==> src/rtl/regfile_pkg.sv <==
// regfile_pkg
//   Shared definitions for the single-port register file and its port
//   sequencer: default geometry and the sequencer FSM state encoding.
package regfile_pkg;

    localparam int DEF_SELECT_WIDTH = 4;  // register file holds 2**SELECT_WIDTH entries
    localparam int DEF_REG_WIDTH    = 8;  // data width of each register

    typedef enum logic [2:0] {
        IDLE    = 3'd0,
        WRITE   = 3'd1,
        RDA_SET = 3'd2,
        RDA_CAP = 3'd3,
        RDB_SET = 3'd4,
        RDB_CAP = 3'd5,
        DONE    = 3'd6
    } rfSeqState_e;

endpackage

==> src/rtl/regfile_port_sequencer.sv <==
// regfile_port_sequencer
//   Sole driver of the single-port register file. Offers the decode/ALU
//   stage a two-operand read channel (serialised into two select phases)
//   and a single-register writeback channel.
//
// Ports
//   i_clk, i_rst            clock, synchronous active-high reset
//   i_rdValid/o_rdReady     operand-read request handshake, i_rdSelA/i_rdSelB
//   o_opValid, o_opA, o_opB one-cycle operand pulse, operands held until next capture
//   i_wrValid/o_wrReady     writeback handshake, i_wrSel/i_wrData
//   o_rfLdSig/o_rfSel/o_rfData/i_rfData  register file port
//   o_busy                  FSM is not in IDLE
//   o_state                 current FSM state, for observation only
//
// Handshake: a request transfers on a rising edge where valid && ready are
// both high. Ready depends only on the current state (and, for reads, on a
// competing write); request fields are latched at that edge, so the
// requester may change them freely afterwards.
module regfile_port_sequencer
    import regfile_pkg::*;
#(
    parameter int SELECT_WIDTH = DEF_SELECT_WIDTH,
    parameter int REG_WIDTH    = DEF_REG_WIDTH
) (
    input  logic                    i_clk,
    input  logic                    i_rst,
    input  logic                    i_rdValid,
    output logic                    o_rdReady,
    input  logic [SELECT_WIDTH-1:0] i_rdSelA,
    input  logic [SELECT_WIDTH-1:0] i_rdSelB,
    output logic                    o_opValid,
    output logic [REG_WIDTH-1:0]    o_opA,
    output logic [REG_WIDTH-1:0]    o_opB,
    input  logic                    i_wrValid,
    output logic                    o_wrReady,
    input  logic [SELECT_WIDTH-1:0] i_wrSel,
    input  logic [REG_WIDTH-1:0]    i_wrData,
    output logic                    o_rfLdSig,
    output logic [SELECT_WIDTH-1:0] o_rfSel,
    output logic [REG_WIDTH-1:0]    o_rfData,
    input  logic [REG_WIDTH-1:0]    i_rfData,
    output logic                    o_busy,
    output rfSeqState_e             o_state
);

    rfSeqState_e             state;
    logic [SELECT_WIDTH-1:0] selB;     // second operand select, latched at acceptance
    logic                    sameSel;  // both operands name the same register
    logic                    wrAccept;
    logic                    rdAccept;

    // A pending write blocks the read, so a read of the register being
    // written always observes the new value.
    assign o_wrReady = (state == IDLE);
    assign o_rdReady = (state == IDLE) && !i_wrValid;
    assign wrAccept  = i_wrValid && o_wrReady;
    assign rdAccept  = i_rdValid && o_rdReady;
    assign o_busy    = (state != IDLE);
    assign o_state   = state;

    always_ff @(posedge i_clk) begin
        if (i_rst) begin
            state     <= IDLE;
            selB      <= '0;
            sameSel   <= 1'b0;
            o_opA     <= '0;
            o_opB     <= '0;
            o_opValid <= 1'b0;
            o_rfLdSig <= 1'b0;
            o_rfSel   <= '0;
            o_rfData  <= '0;
        end else begin
            case (state)
                IDLE: begin
                    // o_rfSel/o_rfData deliberately keep their last value here.
                    if (wrAccept) begin
                        o_rfLdSig <= 1'b1;
                        o_rfSel   <= i_wrSel;
                        o_rfData  <= i_wrData;
                        state     <= WRITE;
                    end else if (rdAccept) begin
                        o_rfSel <= i_rdSelA;
                        selB    <= i_rdSelB;
                        sameSel <= (i_rdSelA == i_rdSelB);
                        state   <= RDA_SET;
                    end
                end
                WRITE: begin
                    o_rfLdSig <= 1'b0;
                    state     <= IDLE;
                end
                // Each select is held for two cycles so registered read data
                // has settled by the capture edge.
                RDA_SET: state <= RDA_CAP;
                RDA_CAP: begin
                    o_opA <= i_rfData;
                    if (sameSel) begin
                        o_opB     <= i_rfData;
                        o_opValid <= 1'b1;
                        state     <= DONE;
                    end else begin
                        o_rfSel <= selB;
                        state   <= RDB_SET;
                    end
                end
                RDB_SET: state <= RDB_CAP;
                RDB_CAP: begin
                    o_opB     <= i_rfData;
                    o_opValid <= 1'b1;
                    state     <= DONE;
                end
                DONE: begin
                    o_opValid <= 1'b0;
                    state     <= IDLE;
                end
                default: begin
                    o_opValid <= 1'b0;
                    o_rfLdSig <= 1'b0;
                    state     <= IDLE;
                end
            endcase
        end
    end

endmodule

==> config.mk <==
export PLATFORM = sky130hd
export DESIGN_NAME = regfile_port_sequencer
export DESIGN_NICKNAME = d
export VERILOG_FILES = /design/src/rtl/regfile_pkg.sv /design/src/rtl/regfile_port_sequencer.sv
export SDC_FILE = /design/constraint.sdc
export NUM_CORES = 1
export LEC_CHECK = 0
export BUFFER_PORTS_ARGS = -buffer_cell sky130_fd_sc_hd__buf_2
export CORE_MARGIN = 4
export CORE_UTILIZATION = 28
export CTS_CLUSTER_SIZE = 10
export DETAILED_ROUTE_END_ITERATION = 8
export PLACE_DENSITY = 0.56
export SLEW_MARGIN = 20
export SYNTH_ARGS = -nofsm -noshare
export SYNTH_HDL_FRONTEND = slang
export SYNTH_SLANG_ARGS = --single-unit
==> constraint.sdc <==
create_clock -name i_clk -period 1.36 [get_ports i_clk]
set_clock_uncertainty 0.15 [all_clocks]
set_input_delay 0 -clock i_clk [delete_from_list [all_inputs] [get_ports i_clk]]
set_output_delay 0 -clock i_clk [all_outputs]
set_load 0.005 [all_outputs]
== Word level (Yosys, flattened, before mapping) ==
Index checks and enable logic that the tools add are counted.

* Bitwise gates (word level): 3
* Reduce and logical (&&, ||, !) cells: 16
* Multiplexer cells: 14
* Eq/ne operators: 11

{| class="wikitable"
|+ Operator list
! cell !! number
|-
| 8-bit case mux with 2 select lines || 1
|-
| 3-bit case mux with 5 select lines || 1
|-
| 4-bit 2-to-1 mux || 3
|-
| 3-bit equality test, second input constant || 3
|-
| 8-bit 2-to-1 mux || 1
|-
| 4-bit case mux with 2 select lines || 1
|-
| 2-bit AND reduction || 4
|-
| 3-bit by 2-bit equality test with 1-bit output, second input constant || 2
|-
| 3-bit 2-to-1 mux || 2
|-
| 3-bit AND reduction || 2
|-
| 5-bit OR reduction || 1
|-
| 4-bit equality test || 1
|-
| 2-bit inequality test, second input constant || 2
|-
| 2-bit nonzero test || 2
|-
| 4-bit OR reduction || 1
|-
| 3-bit by 1-bit equality test with 1-bit output, second input constant || 1
|-
| 1-bit logical AND || 3
|-
| 3-bit zero test || 1
|-
| 3-bit by 1-bit inequality test with 1-bit output, second input constant || 1
|-
| 1-bit NOT || 3
|-
| 1-bit case mux with 3 select lines || 1
|-
| 3-bit nonzero test || 1
|-
| 1-bit 2-to-1 mux || 2
|-
| 2-bit 2-to-1 mux || 1
|-
| 3 further kinds || 3
|}

* Register bits: 38
* Logic and storage cells: 53
* Input bits: 32
* Output and inout port bits: 36

== Depth between registers and ports, before layout ==
Gate-level depths: netlist of run 1.

* Word-level depth: 6
* Mapped depth: 6
* Gate-level depth less buffers: 4

== Worst setup path before layout of run 1 ==
No wires, ideal clock.

* Path type: register -> register
* From: register state[2] (netlist: o_state[2])
* To: register o_opB[0]
* Data required time: 1.082 ns
* Arrival: 1.275 ns
* Setup slack: -0.193 ns
* Library setup time: 0.128 ns
* Clock period less this slack: 1.553 ns
* Stages on the path, launching flop included: 7
* Buffers on the path: 2
* Cell sequence: dfxtp_1 -> buf_6 -> and3b_1 -> o21ai_2 -> buf_6 -> mux2i_1 -> nor2_1

* Word-level cells in the longest chain between the ends: 3
* Elaborated cells on any way between the ends: 6
* Classes of those cells: eq/ne (3); mux (1); reduce/logical (2)

{| class="wikitable"
|+ RTL lines
! what !! line !! text
|-
| start, declared || regfile_port_sequencer.sv:46 || <nowiki>rfSeqState_e state;</nowiki>
|-
| start signal, assigned || regfile_port_sequencer.sv:63 || <nowiki>state <= IDLE;</nowiki>
|-
| start signal, assigned || regfile_port_sequencer.sv:80 || <nowiki>state <= WRITE;</nowiki>
|-
| start signal, assigned || regfile_port_sequencer.sv:85 || <nowiki>state <= RDA_SET;</nowiki>
|-
| 3-bit by 2-bit equality test with 1-bit output / 3-bit equality test (equally long branches) || regfile_port_sequencer.sv:73 || <nowiki>case (state)</nowiki>
|-
| 2-bit inequality test (no source line) / 2-bit nonzero test (equally long branches) || - ||
|-
| 2-bit AND reduction (no source line) || - ||
|-
| end signal, assigned || regfile_port_sequencer.sv:98 || <nowiki>o_opB <= i_rfData;</nowiki>
|-
| end signal, assigned || regfile_port_sequencer.sv:108 || <nowiki>o_opB <= i_rfData;</nowiki>
|-
| end, declared || regfile_port_sequencer.sv:33 || <nowiki>output logic [REG_WIDTH-1:0] o_opB,</nowiki>
|}

Several ways; a longest one is shown, not always the timed one.
A chain may end at the register's enable or synchronous reset.

== Final worst setup path of run 1 ==
* From: register state[1] (netlist: o_state[1])
* To: register o_opB[1]

Same word-level chain as after synthesis.

==> results of run 1 <==
cell usage after synthesis (all sizes together) (2+ instances only):
master   instances  area (µm²)
nor4             2       27.53
inv              3       11.26
a21oi           31       155.2
nor3             2       10.01
a221oi           4       35.03
buf              9       70.06
xor2             4       35.03
o21ai            4       23.77
clkbuf           4       15.01
nand4bb          4       45.04
nand2           46       172.7
nand3            7       35.03
dfxtp           38       760.7
mux2i            8       80.08
o22ai            2       12.51
nor2            12       45.04
a211oi           4       30.03
critical path, cell delays in order, from the launching register on:
cell     delay (ns)
dfxtp_4        0.41
and2b_2        0.25
o21ai_2        0.16
buf_12         0.16
mux2i_1        0.19
nor2_1         0.07
stage by stage:
stage | hold slack [ns] | worst slack [ns]
finish | -0.009457 | -0.1304
global route | 0.009665 | -0.2146
CTS | -0.04240 | -0.1157
detailed placement | 0.09860 | -0.1536
global placement | 0.09424 | -0.1025
floorplan | -0.1099 | -0.09437
state kept, by name (all words and copies together), names as in the netlist:
name / flops
o_state: 3
o_rfSel: 4
o_rfData: 8
o_opA: 8
selB: 4
sameSel: 1
o_opB: 8
o_opValid: 1
o_rfLdSig: 1
final cells by class:
class	count	area, µm²	share of cell area [%]
repair buffers	118	850.8	30.38
clock inverters	3	68.82	2.458
inverters	3	15.01	0.5362
well taps	72	90.09	3.217
flip-flops and latches	38	772.0	27.57
multi-input cells	141	934.6	33.38
clock buffers	5	68.82	2.458
cell usage in the layout, fill, tap and decap left out, types with 4 or more instances in the layout:
cell            n
buf_2          64
nand2_1        42
dfxtp_1        35
a21oi_1        26
dlygate4sd3_1  22
buf_4          19
nor2_1         12
buf_6          10
mux2i_1         7
a21oi_2         5
clkbuf_8        5
nand4bb_1       4
a211oi_2        4
nand3_2         4
xor2_1          4
power by group through the flow:
stage | combinational (µW) | clock, µW | sequential, µW
3_5_place_dp | 510 | 0 | 1240
4_1_cts | 597 | 1170 | 1220
3_3_place_gp | 509 | 0 | 1240
6_report | 695 | 1150 | 1220
5_1_grt | 763 | 1220 | 1230
2_1_floorplan | 281 | 0 | 1240
how the worst max path moves through the flow:
stage | endpoint | from | depth (start not counted) | slack, ns
after global placement | o_rfSel[3]$_SDFFE_PP0P_ | o_state[0]$_SDFFE_PP0P_ | 5 | -0.10
after floorplan | o_opB[0]$_SDFFE_PP0P_ | o_state[2]$_SDFFE_PP0P_ | 6 | -0.09
final | o_opB[1]$_SDFFE_PP0P_ | o_state[1]$_SDFFE_PP0P_ | 5 | -0.13
after global routing | o_rfSel[2]$_SDFFE_PP0P_ | o_state[1]$_SDFFE_PP0P_ | 5 | -0.21
after detailed placement | o_opB[5]$_SDFFE_PP0P_ | o_state[1]$_SDFFE_PP0P_ | 5 | -0.15
after CTS | o_opB[5]$_SDFFE_PP0P_ | o_state[1]$_SDFFE_PP0P_ | 5 | -0.12
layer usage:
layer,GRT usage (%),vias to the layer above
met5,0,-
met2,24.34,38
met3,2.816,2
li1,-,901
met4,4.317,0
met1,16.72,819
repair_timing:
item,in CTS,in global routing
setup buffers,3,2
gates cloned,0,0
endpoints found under the hold margin,32,0
gates resized for setup,12,37
pin swaps,4,14
hold buffers,22,0
setup endpoints to repair,32,34
cells by family after synthesis:
logic type                after synthesis  synth area share [%]
buffers and inverters                  16                 5.819
DFF                                    38                 45.96
AOI/OAI and AO/OA                      49                 17.54
muxes                                   8                 4.838
xor gates and xnor gates                4                 2.116
and+or+nand+nor                        80                 23.73
==> flow_metrics.py, run 1 <==
metrics = {
    "placement": {
        "place_hpwl_mm": 3.490,
        "dpl_cell_area_um2": 2217,
        "io_buffers": 67,
        "dp_cells": 345,
        "gp_routability_congestion": 0.8106,
    },
    "min_path": {
        "worstHoldPathCells": 2,
        "hold_path_end": "o_opB[6]$_SDFFE_PP0P_",
        "holdCritStartpoint": "i_rst",
        "hold_class": "in2reg",
    },
    "routing": {
        "wl_met2_mm": 2.623,
        "wl_mm": 5.094,
        "wl_per_cell_um": 13.41,
        "vias": 1760,
        "detail-route-antenna-nets": 0,
        "first_pass_iters": 4,
        "met3_length_um": 222,
        "drc": 0,
        "top_layer_used": "met4",
        "via_per_inst": 4.632,
        "m1WireLength_mm": 2.210,
        "dr.first_iter.drc_count": 80,
    },
    "timing": {
        "setup_viol": 20,
        "setup_ws_ns": -0.1304,
        "hold_slack_ns": -0.009457,
        "tns_ns": -1.799,
        "clock.fmax_mhz": 671.0,
        "slew_violations": 0,
        "rsz0062_at_grt": "true",
        "final-hold-violation-count": 3,
        "fin_crit_sh_pct": 109.6,
        "max_slew_margin_pct": 68.20,
        "worst_pin_slew_ns": 0.4770,
        "period_needed_ns": 1.490,
    },
    "critical_path": {
        "r2r_start": "o_state[1]$_SDFFE_PP0P_",
        "crit_type": "reg2reg",
        "end_kind": "flop",
        "worst-r2r-setup-slack_ns": -0.13,
        "reg2regPathDepth": 5,
        "path_max_fanout": 9,
        "r2r_end": "o_opB[1]$_SDFFE_PP0P_",
        "required_ns": 1.39,
        "crit_arrival_ns": 1.52,
        "crit_path_start_kind": "flop",
    },
    "grt": {
        "grt_max_degree": 21,
        "antenna_found_initial": 0,
        "grt_usage_pct": 13.77,
        "grt_pass1_wl_mm": 8.135,
        "grt-ovfl-total": 0,
        "first_global_vias": 1759,
    },
    "cts": {
        "tritoncts": "yes",
        "cts.sinks": 38,
        "htree_levels": 2,
        "cts_inserted_buffers": 5,
        "clock_latency_ns": 0.28,
        "clkTransAtPathRegs_ns": 0.08,
        "cts-root-buf": "clkbuf_8",
        "cts_buffer_depth": 2,
    },
    "logic_synthesis": {
        "synth_edf_count": 0,
        "ys_seq_elements": 38,
        "synth_area_per_cell_um2": 8.489,
        "synth_async_sr_flop_share_pct": 0,
        "synthCells": 195,
        "synth_cell_types": 33,
        "synth_ff_type": "dfxtp_1",
        "synth_nets": 227,
        "seq_area_frac_synth_pct": 45.96,
        "syn_area_um2": 1655,
        "yosysWarnings": 0,
    },
    "power_and_ir_drop": {
        "pwr-share-comb_pct": 22.7,
        "power_switching_uw": 777.7,
        "p_seq_share_pct": 39.9,
        "total_power_uw": 3065,
        "power_frac_clock_pct": 37.4,
        "powerDensity_nw_per_um2": 1095,
        "power_leakage_uw": 0.001266,
        "p_sw_share_pct": 25.38,
        "vdd_ir_drop_max_uv": 481.6,
        "internal-power_uw": 2287,
    },
    "cells_and_area": {
        "drive_above_1_share_pct": 46.43,
        "final_nets": 339,
        "antenna_cells": 0,
        "fin_area_um2": 2800,
        "final_util_pct": 49.93,
        "stdcell_count": 380,
        "area_growth_pct": 69.16,
        "fillers": 559,
    },
    "die": {
        "core_area_um2": 5608,
        "die_w_um": 84.89,
        "num_rows": 27,
        "die-area_um2": 7206,
        "die_h_um": 84.89,
        "num_io_pins": 68,
        "initial_core_util_pct": 29.52,
    },
    "flow_run": {
        "cap_violations": 0,
    },
    "status": {
        "status": "finished, violations left",
        "violations": "hold timing, setup timing",
    },
}
(Power assumes the default switching activity.)
==> run 2, diff against run 1 <==
CORE_ASPECT_RATIO = 0.7   (was not set)
==> run 2 against run 1 <==
  * The run ends with setup timing left
  * Via count increased by 0.23%
  * Clock power decreased by 19%
  * Fmax increased by 1.5%
  * Register-to-register slack improved by 0.02 ns
  * Count of clock-buffer cells in the layout unchanged
  * Largest cell class unchanged
  * Largest power group unchanged
==> flow_metrics.py, run 2 (same netlist as run 1, synthesis figures left out) <==
metrics = {
    "critical_path": {
        "crit_type": "reg2reg",
        "required_ns": 1.36,
        "r2r_start": "o_state[2]$_SDFFE_PP0P_",
        "end_kind": "flop",
        "crit_arrival_ns": 1.47,
        "cp_top_family": "flip-flops",
        "path_max_fanout": 10,
        "slowest_delay_ns": 0.42,
        "crit_path_start_kind": "flop",
        "reg2regPathDepth": 5,
        "worst-r2r-setup-slack_ns": -0.11,
        "crit_slowest_cell": "dfxtp_4",
        "r2r_end": "o_opB[3]$_SDFFE_PP0P_",
        "cp_num_buf_inv": 1,
        "cp_cell_sequence": "and3b_1 -> o21ai_2 -> buf_12 -> mux2i_1 -> nor2_1",
    },
    "timing": {
        "period_needed_ns": 1.469,
        "setup_ws_ns": -0.1087,
        "fin_crit_sh_pct": 108.0,
        "setup_viol": 28,
        "max_slew_margin_pct": 61.76,
        "rsz0062_at_grt": "true",
        "clock.fmax_mhz": 680.9,
        "worst_pin_slew_ns": 0.5737,
        "slew_violations": 0,
        "final-hold-violation-count": 0,
    },
    "cells_and_area": {
        "drive_above_1_share_pct": 49.68,
        "area_growth_pct": 71.28,
        "layout_commonest_cell": "buf_2",
        "final_nets": 341,
        "largestRegisters": "o_opA x8, o_opB x8, o_rfData x8",
        "fillers": 551,
        "antenna_cells": 0,
        "final_cell_mix": "buf_2 (65), nand2_1 (37), dfxtp_1 (35), dlygate4sd3_1 (21), buf_4 (20)",
        "stdcell_count": 385,
    },
    "routing": {
        "via_per_inst": 4.582,
        "wl_per_cell_um": 12.80,
        "drc": 0,
        "first_pass_iters": 4,
        "vias": 1764,
        "detail-route-antenna-nets": 0,
        "wl_mm": 4.927,
        "dr.first_iter.drc_count": 88,
    },
    "min_path": {
        "holdCritStartpoint": "i_rdSelA[0]",
        "hold_path_end": "o_rfSel[0]$_SDFFE_PP0P_",
        "hold_class": "in2reg",
        "worstHoldPathCells": 3,
    },
    "grt": {
        "grt_max_degree": 26,
        "grt_usage_pct": 12.92,
        "antenna_found_initial": 0,
        "grt-ovfl-total": 0,
        "grt_pass1_wl_mm": 7.569,
        "first_global_vias": 1658,
    },
    "die": {
        "initial_core_util_pct": 28.91,
        "die-area_um2": 7226,
        "num_rows": 23,
        "die_w_um": 99.90,
        "die_h_um": 72.33,
        "num_io_pins": 68,
        "core_area_um2": 5727,
    },
    "placement": {
        "gp_routability_congestion": 0.7567,
        "dp_cells": 350,
        "dp_worst_setup_slack_ns": -0.1532,
        "place_hpwl_mm": 3.433,
        "io_buffers": 67,
    },
    "cts": {
        "tritoncts": "yes",
        "cts.sinks": 38,
        "htree_levels": 2,
        "cts-root-buf": "clkbuf_8",
        "cts_buffer_depth": 2,
        "cts_inserted_buffers": 5,
        "clkTransAtPathRegs_ns": 0.07,
        "clock_latency_ns": 0.28,
    },
    "status": {
        "status": "finished, violations left",
        "violations": "setup timing",
    },
    "power_and_ir_drop": {
        "powerDensity_nw_per_um2": 1014,
        "power_leakage_uw": 0.001281,
        "total_power_uw": 2875,
        "vdd_ir_drop_max_uv": 434.9,
    },
    "flow_run": {
        "cap_violations": 0,
    },
}
-- run 2: final cells by class --
class | count | area, µm² | share of cell area [%]
Tap cell | 75 | 93.84 | 3.310
Clock buffer | 5 | 68.82 | 2.427
Sequential cell | 38 | 772.0 | 27.23
Inverter | 3 | 11.26 | 0.3972
Multi-Input combinational cell | 141 | 988.4 | 34.86
Clock inverter | 3 | 40.04 | 1.412
Timing Repair Buffer | 120 | 860.8 | 30.36
-- run 2: what timing repair did --
item                       4_1_cts  5_1_grt
pin swaps                        9       22
hold buffers                    21        0
hold endpoints to repair        29        0
resized for setup               15       46
buffers inserted                 4        3
setup endpoints to repair       38       39
-- run 2: worst max path at each step --
stage / from / endpoint / cells past startpoint / slack, ns
floorplan: o_state[2]$_SDFFE_PP0P_ / o_opB[0]$_SDFFE_PP0P_ / 6 / -0.09
global placement: o_state[0]$_SDFFE_PP0P_ / o_rfSel[3]$_SDFFE_PP0P_ / 5 / -0.14
detailed placement: o_state[1]$_SDFFE_PP0P_ / o_opB[5]$_SDFFE_PP0P_ / 5 / -0.15
CTS: o_state[0]$_SDFFE_PP0P_ / o_rdReady / 4 / -0.13
global route: o_state[2]$_SDFFE_PP0P_ / o_opB[6]$_SDFFE_PP0P_ / 5 / -0.18
finish: o_state[2]$_SDFFE_PP0P_ / o_opB[3]$_SDFFE_PP0P_ / 5 / -0.11
-- run 2: where the power goes --
group          total [µW]  switching, µW  internal [µW]
logic                 726            334            393
clock network         926            386            540
registers            1220           47.0           1180
total                2880            767           2110
-- run 2: through the flow --
| step | utilization (%) | area, µm² | setup TNS, ns | hold slack, ns |
|---|---|---|---|---|
| 2_1_floorplan | - | 1675 | -0.8283 | -0.1099 |
| 6_report | 49.51 | 2835 | -1.994 | 0.02672 |
| 5_1_grt | 49.51 | 2835 | -4.141 | 0.02607 |
| 3_5_place_dp | 38.82 | 2223 | -2.947 | 0.1010 |
| 4_1_cts | 46.17 | 2644 | -2.974 | 0.01084 |
| 3_3_place_gp | 38.82 | 2223 | -2.068 | 0.09489 |
-- run 2: worst reg2reg max path, cell delays in order, from the launching register on --
cell and delay, ns:
dfxtp_4 0.42, and3b_1 0.20, o21ai_2 0.18, buf_12 0.16
mux2i_1 0.18, nor2_1 0.05
-- run 2: per-layer routing --
layer | wire, µm | global-route usage, %
met1 | 2243 | 17.15
met2 | 2370 | 21.14
met3 | 299 | 3.746
met4 | 13 | 2.424
met5 | 0 | 0
==> run 3, diff against run 2 <==
CORE_UTILIZATION = 43   (was 28)
PLACE_DENSITY = 0.78   (was 0.56)
==> run 3 against run 2 <==
  * The run still ends with setup timing left
  * Non-clock buffer count is 1 higher
  * Final cell count is 6.2% lower
  * Flip-flop and latch count stayed put
  * Wire length is 21% higher
  * Critical endpoint is now o_rfSel[0]$_SDFFE_PP0P_
  * Largest cell class unchanged
==> flow_metrics.py, run 3 (same netlist as run 1, synthesis figures left out) <==
metrics = {
    "status": {
        "status": "finished, violations left",
        "violations": "setup timing",
    },
    "die": {
        "core_area_um2": 3603,
        "die_h_um": 59.91,
        "die-area_um2": 4922,
        "initial_core_util_pct": 45.94,
        "num_io_pins": 68,
        "num_rows": 18,
        "die_w_um": 82.16,
    },
    "placement": {
        "dpl_cell_area_um2": 2160,
        "gp_routability_congestion": 0.8334,
        "dp_worst_setup_slack_ns": -0.1493,
        "io_buffers": 67,
        "place_hpwl_mm": 3.236,
    },
    "cells_and_area": {
        "layout_commonest_cell": "buf_2",
        "final_cell_mix": "buf_2 (64), dfxtp_1 (35), dlygate4sd3_1 (23), nand2_2 (21)",
        "drive_above_1_share_pct": 58.52,
        "antenna_cells": 0,
        "seq_area_um2": 769.5,
        "area_growth_pct": 77.78,
        "fin_area_um2": 2943,
        "multi_input_area_um2": 1084,
        "largestRegisters": "o_opA x8, o_opB x8, o_rfData x8",
        "fillers": 214,
        "final_nets": 342,
    },
    "grt": {
        "antenna_found_initial": 0,
        "grt_pass1_wl_mm": 8.445,
        "grt-ovfl-total": 0,
        "grt_max_degree": 22,
        "grt_usage_pct": 23.00,
        "first_global_vias": 1792,
    },
    "routing": {
        "first_pass_iters": 4,
        "wl_mm": 5.947,
        "detail-route-antenna-nets": 0,
        "drc": 0,
        "wl_per_cell_um": 16.47,
        "via_per_inst": 5.283,
        "dr.first_iter.drc_count": 139,
        "vias": 1907,
    },
    "power_and_ir_drop": {
        "power_leakage_uw": 0.001291,
        "vdd_ir_drop_max_uv": 762.4,
        "powerDensity_nw_per_um2": 962.9,
    },
    "timing": {
        "setup_ws_ns": -0.2223,
        "slew_violations": 0,
        "setup_viol": 38,
        "fin_crit_sh_pct": 116.3,
        "final-hold-violation-count": 0,
        "clock.fmax_mhz": 632.0,
        "max_slew_margin_pct": 64.82,
        "hold_slack_ns": 0.02563,
        "period_needed_ns": 1.582,
        "worst_pin_slew_ns": 0.5278,
        "rsz0062_at_grt": "true",
    },
    "cts": {
        "htree_levels": 2,
        "clock_latency_ns": 0.29,
        "clkTransAtPathRegs_ns": 0.08,
        "cts.sinks": 38,
        "cts_buffer_depth": 2,
        "tritoncts": "yes",
        "cts_inserted_buffers": 5,
        "cts-root-buf": "clkbuf_8",
    },
    "critical_path": {
        "end_kind": "flop",
        "crit_arrival_ns": 1.58,
        "required_ns": 1.36,
        "crit_type": "reg2reg",
        "path_max_fanout": 5,
        "worst-r2r-setup-slack_ns": -0.22,
        "crit_path_start_kind": "flop",
    },
    "flow_run": {
        "cap_violations": 0,
    },
    "min_path": {
        "hold_class": "in2reg",
    },
}
## run 3: changes by cell type in the layout (fill, tap and decap cells not counted), sizes merged
cell	delta
clkbuf	+1
dlygate4sd3	+2
buf	-1
clkinvlp	+2
bufinv	-1
clkinv	-1
inv	-1
## run 3: worst paths after layout
kind / from / to / depth (start not counted)
worst min register to register: o_rfData[0]$_SDFFE_PP0P_ / o_rfData[0]$_SDFFE_PP0P_ / 2
worst max register to register: o_state[2]$_SDFFE_PP0P_ / o_rfSel[0]$_SDFFE_PP0P_ / 6
worst max-delay path: o_state[2]$_SDFFE_PP0P_ / o_rfSel[0]$_SDFFE_PP0P_ / 6
worst min-delay path: i_rst / selB[0]$_SDFFE_PP0P_ / 2
## run 3: layout make-up
cell class	instances	share of cell area, %
Multi-Input combinational cell	141	36.82
Timing Repair Buffer	121	31.17
Sequential cell	38	26.15
Clock buffer	6	2.806
Tap cell	50	2.126
Inverter	3	0.5102
Clock inverter	2	0.4252
## run 3: what timing repair did
item | in CTS | in global routing
resized for setup | 42 | 55
hold endpoints to repair | 31 | 0
hold buffers | 23 | 0
pin swaps | 28 | 31
buffers inserted | 9 | 1
setup endpoints to repair | 36 | 41
cloned | 0 | 1
## run 3: critical path, stage by stage, from the launching register on
cell	delay (ns)
dfxtp_4	0.37
buf_12	0.13
buf_12	0.12
clkinvlp_4	0.13
o21ai_4	0.10
a221oi_2	0.30
a211oi_2	0.12
## run 3: per-stage QoR
stage,util [%],TNS [ns],total power (µW),cells
global route,81.67,-7.662,2965,361
global placement,59.93,-1.728,1733,319
floorplan,-,-0.8283,1520,195
CTS,76.04,-2.947,2709,359
detailed placement,59.93,-2.273,1744,319
finish,81.67,-5.209,2834,361
## run 3: report_power, final
group	internal, µW	switching, µW
clock network	407	406
registers	1180	53.9
logic	410	380
total	1990	840
## run 3: metal layers
metal	up-vias	share of wire, %	global-route usage (%)
met3	18	7.2	4.367
met1	895	40	27.72
li1	907	-	-
met4	0	2.7	8.294
met2	87	50	40.85
met5	-	0	0
